### src/rtl/sram_request_arbiter.sv
`default_nettype none
// ============================================================================
// sram_request_arbiter: arbitrates CPU/VGA/UART requests onto one Wishbone master;
// optional bus timeout abort via `define SRAM_ARB_TIMEOUT_EN. Revision: 1.0
// ============================================================================
module sram_request_arbiter #(
  parameter int unsigned TIMEOUT_CYCLES = 255
) (
  input  logic        clk,
  input  logic        nrst,
  input  logic [2:0]  req_i,
  input  logic [2:0]  we_i,
  input  logic [95:0] addr_i,
  input  logic [95:0] wdata_i,
  input  logic [11:0] sel_i,
  input  logic [1:0]  vga_state_i,
  output logic        wb_cyc_o,
  output logic        wb_stb_o,
  output logic        wb_we_o,
  output logic [31:0] wb_adr_o,
  output logic [31:0] wb_dat_o,
  output logic [3:0]  wb_sel_o,
  input  logic [31:0] wb_dat_i,
  input  logic        wb_ack_i,
  output logic [1:0]  current_client_o,
  output logic [31:0] rdata_o,
  output logic [2:0]  ack_o,
  output logic [2:0]  busy_o,
  output logic [2:0]  err_o
);

  typedef enum logic [1:0] {
    ST_IDLE = 2'd0,
    ST_BUS  = 2'd1,
    ST_DONE = 2'd2
  } state_t;

  localparam logic [1:0] CLIENT_CPU  = 2'd0;
  localparam logic [1:0] CLIENT_VGA  = 2'd1;
  localparam logic [1:0] CLIENT_UART = 2'd2;
  localparam logic [1:0] CLIENT_NONE = 2'd3;
  localparam logic [7:0] TIMEOUT_LIMIT = 8'(TIMEOUT_CYCLES);

  state_t      state_q, state_d;
  logic [1:0]  client_q, client_d;
  logic        cyc_q, cyc_d;
  logic        we_q, we_d;
  logic [31:0] adr_q, adr_d;
  logic [31:0] dat_q, dat_d;
  logic [3:0]  sel_q, sel_d;
  logic [31:0] rdata_q, rdata_d;
  logic [2:0]  ack_q, ack_d;
  logic        rr_uart_last_q, rr_uart_last_d;

  logic        grant_valid;
  logic [1:0]  grant_client;
  logic        grant_we;
  logic [31:0] grant_adr;
  logic [31:0] grant_dat;
  logic [3:0]  grant_sel;

`ifdef SRAM_ARB_TIMEOUT_EN
  logic [7:0]  tmo_cnt_q, tmo_cnt_d;
  logic [2:0]  err_q, err_d;
`endif

  // VGA always wins when eligible; CPU/UART only compete outside the active/pre-active frame.
  always_comb begin
    grant_valid  = 1'b0;
    grant_client = CLIENT_NONE;
    if (req_i[1]) begin
      grant_valid  = 1'b1;
      grant_client = CLIENT_VGA;
    end else if (vga_state_i == 2'd0 || vga_state_i == 2'd3) begin
      if (req_i[0] && req_i[2]) begin
        grant_valid  = 1'b1;
        grant_client = rr_uart_last_q ? CLIENT_CPU : CLIENT_UART;
      end else if (req_i[0]) begin
        grant_valid  = 1'b1;
        grant_client = CLIENT_CPU;
      end else if (req_i[2]) begin
        grant_valid  = 1'b1;
        grant_client = CLIENT_UART;
      end
    end
  end

  always_comb begin
    grant_we  = 1'b0;
    grant_adr = '0;
    grant_dat = '0;
    grant_sel = '0;
    case (grant_client)
      CLIENT_CPU: begin
        grant_we  = we_i[0];
        grant_adr = addr_i[31:0];
        grant_dat = wdata_i[31:0];
        grant_sel = sel_i[3:0];
      end
      CLIENT_VGA: begin
        grant_adr = addr_i[63:32];
        grant_dat = wdata_i[63:32];
        grant_sel = sel_i[7:4];
      end
      CLIENT_UART: begin
        grant_we  = we_i[2];
        grant_adr = addr_i[95:64];
        grant_dat = wdata_i[95:64];
        grant_sel = sel_i[11:8];
      end
      default: ;
    endcase
  end

  always_comb begin
    state_d        = state_q;
    client_d       = client_q;
    cyc_d          = cyc_q;
    we_d           = we_q;
    adr_d          = adr_q;
    dat_d          = dat_q;
    sel_d          = sel_q;
    rdata_d        = rdata_q;
    ack_d          = 3'b000;
    rr_uart_last_d = rr_uart_last_q;
`ifdef SRAM_ARB_TIMEOUT_EN
    tmo_cnt_d      = tmo_cnt_q;
    err_d          = 3'b000;
`endif
    case (state_q)
      ST_IDLE: begin
        client_d = CLIENT_NONE;
        if (grant_valid) begin
          state_d  = ST_BUS;
          client_d = grant_client;
          cyc_d    = 1'b1;
          we_d     = grant_we;
          adr_d    = grant_adr;
          dat_d    = grant_dat;
          sel_d    = grant_sel;
          if (grant_client == CLIENT_CPU)  rr_uart_last_d = 1'b0;
          if (grant_client == CLIENT_UART) rr_uart_last_d = 1'b1;
        end
      end
      ST_BUS: begin
        if (wb_ack_i) begin
          state_d  = ST_DONE;
          client_d = CLIENT_NONE;
          cyc_d    = 1'b0;
          we_d     = 1'b0;
          rdata_d  = wb_dat_i;
          ack_d    = 3'b001 << client_q;
`ifdef SRAM_ARB_TIMEOUT_EN
          tmo_cnt_d = 8'd0;
        end else if (tmo_cnt_q + 8'd1 == TIMEOUT_LIMIT) begin
          // Abort: release the bus without touching rdata.
          state_d   = ST_DONE;
          client_d  = CLIENT_NONE;
          cyc_d     = 1'b0;
          we_d      = 1'b0;
          err_d     = 3'b001 << client_q;
          tmo_cnt_d = 8'd0;
        end else begin
          tmo_cnt_d = tmo_cnt_q + 8'd1;
`endif
        end
      end
      ST_DONE: begin
        state_d  = ST_IDLE;
        client_d = CLIENT_NONE;
      end
      default: begin
        state_d  = ST_IDLE;
        client_d = CLIENT_NONE;
        cyc_d    = 1'b0;
        we_d     = 1'b0;
      end
    endcase
  end

  always_ff @(posedge clk or negedge nrst) begin
    if (!nrst) begin
      state_q        <= ST_IDLE;
      client_q       <= CLIENT_NONE;
      cyc_q          <= 1'b0;
      we_q           <= 1'b0;
      adr_q          <= '0;
      dat_q          <= '0;
      sel_q          <= '0;
      rdata_q        <= '0;
      ack_q          <= '0;
      rr_uart_last_q <= 1'b1;
    end else begin
      state_q        <= state_d;
      client_q       <= client_d;
      cyc_q          <= cyc_d;
      we_q           <= we_d;
      adr_q          <= adr_d;
      dat_q          <= dat_d;
      sel_q          <= sel_d;
      rdata_q        <= rdata_d;
      ack_q          <= ack_d;
      rr_uart_last_q <= rr_uart_last_d;
    end
  end

`ifdef SRAM_ARB_TIMEOUT_EN
  always_ff @(posedge clk or negedge nrst) begin
    if (!nrst) begin
      tmo_cnt_q <= 8'd0;
      err_q     <= 3'b000;
    end else begin
      tmo_cnt_q <= tmo_cnt_d;
      err_q     <= err_d;
    end
  end
  assign err_o = err_q;
`else
  assign err_o = 3'b000;
`endif

  assign wb_cyc_o         = cyc_q;
  assign wb_stb_o         = cyc_q;
  assign wb_we_o          = we_q;
  assign wb_adr_o         = adr_q;
  assign wb_dat_o         = dat_q;
  assign wb_sel_o         = sel_q;
  assign current_client_o = client_q;
  assign rdata_o          = rdata_q;
  assign ack_o            = ack_q;
  assign busy_o           = req_i & ~ack_q;

  // VGA write enable is architecturally ignored; limit is unused without the timeout.
  logic unused_ok;
  assign unused_ok = ^{we_i[1], TIMEOUT_LIMIT};

endmodule
`default_nettype wire
### config.mk
export PLATFORM = sky130hd
export DESIGN_NAME = sram_request_arbiter
export DESIGN_NICKNAME = d
export VERILOG_FILES = /design/src/rtl/sram_request_arbiter.sv
export SDC_FILE = /design/constraint.sdc
export NUM_CORES = 1
export LEC_CHECK = 0
export ABC_AREA = 0
export CAP_MARGIN = 20
export CORE_AREA = 5 5 136 138
export DETAILED_ROUTE_END_ITERATION = 16
export DIE_AREA = 0 0 141 143
export GPL_TIMING_DRIVEN = 0
export HOLD_SLACK_MARGIN = 0.08
export PLACE_DENSITY = 0.7
export SLEW_MARGIN = 5
export SYNTH_ARGS = -nofsm -noshare
export SYNTH_HDL_FRONTEND = slang
export SYNTH_SLANG_ARGS = --single-unit
### constraint.sdc
create_clock -name clk -period 2 [get_ports clk]
set_input_delay 0.6 -clock clk [delete_from_list [all_inputs] [get_ports clk]]
set_output_delay 0.6 -clock clk [all_outputs]
set_load 0.01 [all_outputs]
==> results.json, run 1 <==
{
  "start_kind": "input port",
  "grt_overflow_total": 0,
  "synth_flop_cell": "dfrtp_1",
  "cts_made_buffers": 9,
  "power-per-cell-area_nw_per_um2": 1235,
  "ys_seq_area_share_pct": 56.43,
  "drt_iter0_markers": 438,
  "finClkSkew_ns": 0.004376,
  "die_w_um": 141,
  "avgSynthCellArea_sq_um": 9.848,
  "max-clock-path-buffers": 2,
  "fp.dieH_um": 143,
  "finalCritPeriodShare_pct": 96.45,
  "ir_worst_vdd_mv": 0.6418,
  "finalNonFillerCells": 1101,
  "finalHoldViolations": 0,
  "pin_count": 361,
  "clock-sinks": 110,
  "postLayoutCoreUtil_pct": 53.54,
  "grt_max_degree": 61,
  "synth.yosys.warnings": 0,
  "whs_ns": 0.1819,
  "synth_edf_count": 0,
  "async_flop_share_pct": 100.0,
  "synth_top_cell_area_share_pct": 54.82,
  "area_delta_synth_final_pct": 86.94,
  "synth_cells": 496,
  "drc": 0,
  "grt_pass1_wl_mm": 32.20,
  "crit_slowest_cell": "clkdlybuf4s15_2",
  "worstSetupPathType": "input port to primary output",
  "via_per_inst": 4.952,
  "drtAntennaViolNets": 0,
  "drv_cap": 0,
  "rows": 48,
  "clock_latency_ns": 0.35,
  "worst-path-buf-inv": 4,
  "drive_gt1_share_pct": 8.229,
  "min_path_type": "input port to asynchronous set/reset pin",
  "cts-hold-fix-buffers": 0,
  "nNetsFinal": 1118,
  "track_usage_pct": 20.69,
  "wl_per_cell_um": 19.72,
  "post-route-min-period_ns": 1.929,
  "worstPathCellList": "buf_6, buf_8, inv_1, nor2_1, clkdlybuf4s15_2",
  "cts_root_buffer": "clkbuf_16",
  "cpPeakStageDelay_ns": 0.23,
  "p_leak_nw": 3.780,
  "endpoint_kind": "primary output",
  "fmax_mhz": 518.4,
  "required_ns": 1.40,
  "drt_wl_total_mm": 21.71,
  "core-area_sq_um": 17060,
  "yosys.area.top_type": "dfrtp_1",
  "drtPass1Iterations": 6,
  "synth_cell_types": 30,
  "start_util_pct": 28.64,
  "relSlewSlack_pct": 50.14,
  "status": "completed",
  "num_vias": 5452,
  "tightest_slew_ns": 0.7480,
  "place_inst": 1079,
  "cp_top_family": "buffers and inverters",
  "nFillCells": 1621,
  "first_global_vias": 5634,
  "hpwlAfterDp_mm": 16.98,
  "antenna_found_initial": 1,
  "maxSlewViolCount": 0,
  "cp_data_arrival_time_ns": 1.33,
  "port_buffers": 355,
  "cp_max_fo": 10,
  "die-area_sq_um": 20160,
  "syn_area_sq_um": 4885,
  "cts_tree": "yes",
  "finalSetupViolations": 0,
  "routabilityCongestion": 0.8082,
  "ys_ff_latch": 110,
  "h-tree-depth": 3,
  "clk_pin_slew_ns": 0.08,
  "synth_area_leaders": "dfrtp_1 55%, a222oi_1 14%, nand2_1 7.5%, a21oi_1 7.1%, nor2_1 5.8%"
}
## area by class of cell
cell class | count | area (sq um) | share of cell area, %
well taps | 225 | 281.5 | 3.083
clock buffers | 11 | 232.7 | 2.549
multi-input cells | 337 | 1897 | 20.77
plain buffers | 46 | 280.3 | 3.069
inverters | 4 | 15.01 | 0.1644
flip-flops and latches | 110 | 2756 | 30.19
diodes | 1 | 2.502 | 0.02740
clock inverters | 4 | 33.78 | 0.3700
repair buffers | 363 | 3632 | 39.78
## cells in the mapped netlist (2+ instances only)
| master | count |
|---|---|
| a21oi_1 | 69 |
| nor3b_1 | 3 |
| buf_4 | 4 |
| dfrtp_1 | 107 |
| o21ai_0 | 2 |
| buf_6 | 3 |
| inv_1 | 4 |
| clkbuf_1 | 23 |
| buf_2 | 14 |
| dfstp_2 | 3 |
| nor2_1 | 75 |
| buf_1 | 3 |
| nand2_1 | 98 |
| a31oi_1 | 4 |
| a222oi_1 | 68 |
| nor2b_1 | 2 |
## per-layer routing
layer | wire length [um] | global-route usage (%) | vias to the layer above
met5 | 0 | 0 | -
met4 | 268 | 4.895 | 0
met3 | 2293 | 8.104 | 19
met2 | 10950 | 36.21 | 283
met1 | 8201 | 23.99 | 2572
li1 | - | - | 2578
## worst register-to-register path, cell delays in order (launching register included)
cell	delay, ns
dfstp_2	0.57
and2_0	0.24
nor4b_4	0.08
buf_4	0.15
clkbuf_4	0.18
a222oi_1	0.38
a21oi_1	0.13
## where the power goes
group | switching [mW] | total [mW] | internal (mW) | leakage [nW]
sequential | 0.598 | 3.92 | 3.33 | 1.30
combinational | 2.66 | 5.67 | 3.00 | 2.36
clock | 0.839 | 1.69 | 0.850 | 0.120
total | 4.10 | 11.3 | 7.18 | 3.78
## what timing repair did
action                     in CTS  in global routing
gates resized for setup        36                 23
setup buffers                   7                  0
setup endpoints to repair      76                 81
pin swaps                       6                  8
## metrics by stage
stage	cell area, sq um	setup TNS, ns	total power, mW	setup slack (ns)
5_1_grt	9129	-0.004506	12.09	-0.004506
3_5_place_dp	8756	-65.43	9.670	-0.9537
2_1_floorplan	4892	0	6.184	0.06587
4_1_cts	9099	0	11.43	0.01515
3_3_place_gp	8727	-509.50	9.576	-4.073
6_report	9131	0	11.28	0.07102
## cells in the final DEF (no fill, tap or decap), types with 6 or more instances in the layout
| master | synthesis | final |
|---|---|---|
| a21oi_1 | 69 | 69 |
| a222oi_1 | 68 | 68 |
| buf_2 | 14 | 13 |
| buf_4 | 4 | 10 |
| buf_6 | 3 | 6 |
| clkbuf_1 | 23 | 11 |
| clkbuf_16 | 0 | 9 |
| clkbuf_2 | 0 | 11 |
| clkdlybuf4s50_1 | 0 | 344 |
| dfrtp_1 | 107 | 107 |
| dlygate4sd2_1 | 0 | 6 |
| nand2_1 | 98 | 98 |
| nor2_1 | 75 | 75 |
## registers in the layout, summed over array words and instances, names as in the netlist
register	count
rdata_o	32
wb_adr_o	32
wb_dat_o	32
wb_sel_o	4
ack_o	3
current_client_o	2
state_q	2
rr_uart_last_q	1
wb_cyc_o	1
wb_we_o	1
## final timing paths
kind                                 from                  end  slack (ns)  cells past startpoint
max                              req_i[1]            busy_o[1]        0.07                      5
min in group clk               rdata_o[1]           rdata_o[1]        0.47                      2
max in group asynchronous            nrst  current_client_o[0]        1.11                      2
min reg2reg                    rdata_o[1]           rdata_o[1]        0.47                      2
max reg2reg                rr_uart_last_q          wb_adr_o[3]        0.14                      6
min                                  nrst          rdata_o[12]        0.18                      1
## kinds of logic (layout without fill, tap and decap cells)
logic type | after synthesis | count (layout) | synth area share (%)
AOI/OAI and AO/OA | 147 | 147 | 22.36
DFF | 110 | 110 | 56.43
and+or+nand+nor | 185 | 185 | 15.57
buffers and inverters | 51 | 428 | 5.046
xor gates and xnor gates | 2 | 2 | 0.5124
other | 1 | 4 | 0.07677
(Power assumes the default switching activity.)
==> inputs of run 2 (changes only) <==
CORE_AREA = 4 4 138 140   (was 5 5 136 138)
DIE_AREA = 0 0 142 144   (was 0 0 141 143)
PLACE_DENSITY = 0.68   (was 0.7)
==> run 2 against run 1 <==
Compared with the run above:
- global-route usage is 1.0 points lower
- routed wire length down 1.3%
- combinational power is essentially flat
- largest cell class unchanged
- non-clock buffer count is 1 lower
- die area increased by 1.4%
- via count decreased by 0.20%
==> results.json, run 2 (synthesized netlist as in run 1, its figures left out) <==
{
  "rows": 49,
  "cts_tree": "yes",
  "grt_max_degree": 69,
  "start_kind": "input port",
  "min_path_type": "input port to asynchronous set/reset pin",
  "fp.dieH_um": 144,
  "max-clock-path-buffers": 2,
  "cp-startpoint": "req_i[1]",
  "comb_power_share_pct": 49.6,
  "ff_latch_area_sq_um": 2756,
  "worstSetupPathType": "input port to primary output",
  "p_sw_mw": 4.081,
  "pin_count": 361,
  "required_ns": 1.40,
  "cts-hold-fix-buffers": 0,
  "power-per-cell-area_nw_per_um2": 1248,
  "nNetsFinal": 1117,
  "grt_pass1_wl_mm": 31.13,
  "reg2reg_to": "wb_dat_o[22]",
  "finClkSkew_ns": 0.005050,
  "die-area_sq_um": 20450,
  "clk_pin_slew_ns": 0.07,
  "core-area_sq_um": 17840,
  "cp_data_arrival_time_ns": 1.34,
  "wl_per_cell_um": 19.40,
  "finalCritPeriodShare_pct": 96.93,
  "ir_worst_vdd_mv": 0.5414,
  "drt_wl_total_mm": 21.44,
  "drv_cap": 0,
  "track_usage_pct": 19.66,
  "fin_ws_ns": 0.06144,
  "r2r_cells": 6,
  "design_area_sq_um": 9161,
  "tns_ns": 0,
  "p_leak_nw": 3.800,
  "post-route-min-period_ns": 1.939,
  "start_util_pct": 27.38,
  "clock-sinks": 110,
  "port_buffers": 355,
  "drive_gt1_share_pct": 8.686,
  "final_cell_mix": "344 x clkdlybuf4s50_1, 107 x dfrtp_1, 98 x nand2_1",
  "die_w_um": 142,
  "p_int_mw": 7.348,
  "cp-endpoint": "busy_o[1]",
  "pwr-share-seq_pct": 34.3,
  "h-tree-depth": 3,
  "clock_latency_ns": 0.35,
  "p_sw_share_pct": 35.71,
  "cts_made_buffers": 9,
  "grt_setup_unrepaired": "false",
  "finalHoldViolations": 0,
  "endpoint_kind": "primary output",
  "final_common_cell": "clkdlybuf4s50_1",
  "drtAntennaViolNets": 0,
  "num_vias": 5441,
  "fmax_mhz": 515.8,
  "hpwlAfterDp_mm": 16.67,
  "cts_root_buffer": "clkbuf_16",
  "tightest_slew_ns": 0.6752,
  "antenna_found_initial": 1,
  "relSlewSlack_pct": 54.99,
  "area_delta_synth_final_pct": 87.55,
  "finalSetupViolations": 0,
  "routabilityCongestion": 0.7565,
  "place_ws_ns": -0.8963,
  "postLayoutCoreUtil_pct": 51.35,
  "place_area_sq_um": 8761,
  "via_per_inst": 4.924,
  "ff2ff_setup_slack_ns": 0.19,
  "drt_iter0_markers": 488,
  "drtPass1Iterations": 6,
  "grt_overflow_total": 0,
  "maxSlewViolCount": 0,
  "worstReg2RegStart": "state_q[1]",
  "nFillCells": 1681,
  "status": "completed",
  "first_global_vias": 5622,
  "multi_input_area_sq_um": 1906,
  "power_mw": 11.43,
  "drc": 0,
  "cp_max_fo": 10,
  "clockPowerShare_pct": 16.1
}
==> run 2: worst min path at each step <==
stage / from / end / depth (start not counted)
after floorplan: nrst / ack_o[0] / 0
after global placement: rdata_o[19] / rdata_o[19] / 2
after detailed placement: rdata_o[10] / rdata_o[10] / 2
after CTS: nrst / rdata_o[3] / 1
after global routing: nrst / rdata_o[3] / 1
final: nrst / rdata_o[2] / 1
==> run 2: timing repair <==
action / in CTS / in global routing
endpoints found under the setup margin: 75 / 55
pin swaps: 8 / 2
hold endpoints to repair: 0 / 0
setup buffers: 4 / 1
resized for setup: 42 / 15
==> run 2: power by group through the flow <==
stage          Clock [mW]  Combinational (mW)  Sequential [mW]
2_1_floorplan           0                1.77             4.41
3_3_place_gp            0                5.64             3.91
3_5_place_dp            0                5.71             3.94
4_1_cts              1.91                5.75             3.92
5_1_grt              1.98                6.17             4.06
6_report             1.84                5.67             3.92
==> run 2: critical path: stages <==
cell and delay, ns:
buf_6 0.16, buf_8 0.16, inv_1 0.08, nor2_1 0.10, clkdlybuf4s15_2 0.24
==> run 2: layout make-up <==
cell class / instances / area share [%]
repair buffers: 361 / 39.42
multi-input cells: 337 / 20.80
well taps: 229 / 3.128
diodes: 1 / 0.02731
flip-flops and latches: 110 / 30.09
plain buffers: 47 / 3.087
clock inverters: 4 / 0.6009
inverters: 4 / 0.1639
clock buffers: 12 / 2.691
==> run 2: metrics by stage <==
step	instances	hold WS, ns
finish	1105	0.1591
global route	1105	0.1795
CTS	1103	0.1634
detailed placement	1083	0.4631
global placement	1082	0.4586
floorplan	498	0.3044
==> run 2: per-layer routing <==
layer	vias to the layer above	track usage (%)	part of all wire (%)	wire, um
li1	2582	-	-	-
met1	2581	22.79	38	8184
met2	260	35.50	52	11100
met3	18	5.589	8.7	1868
met4	0	5.505	1.3	277
met5	-	0	0	0
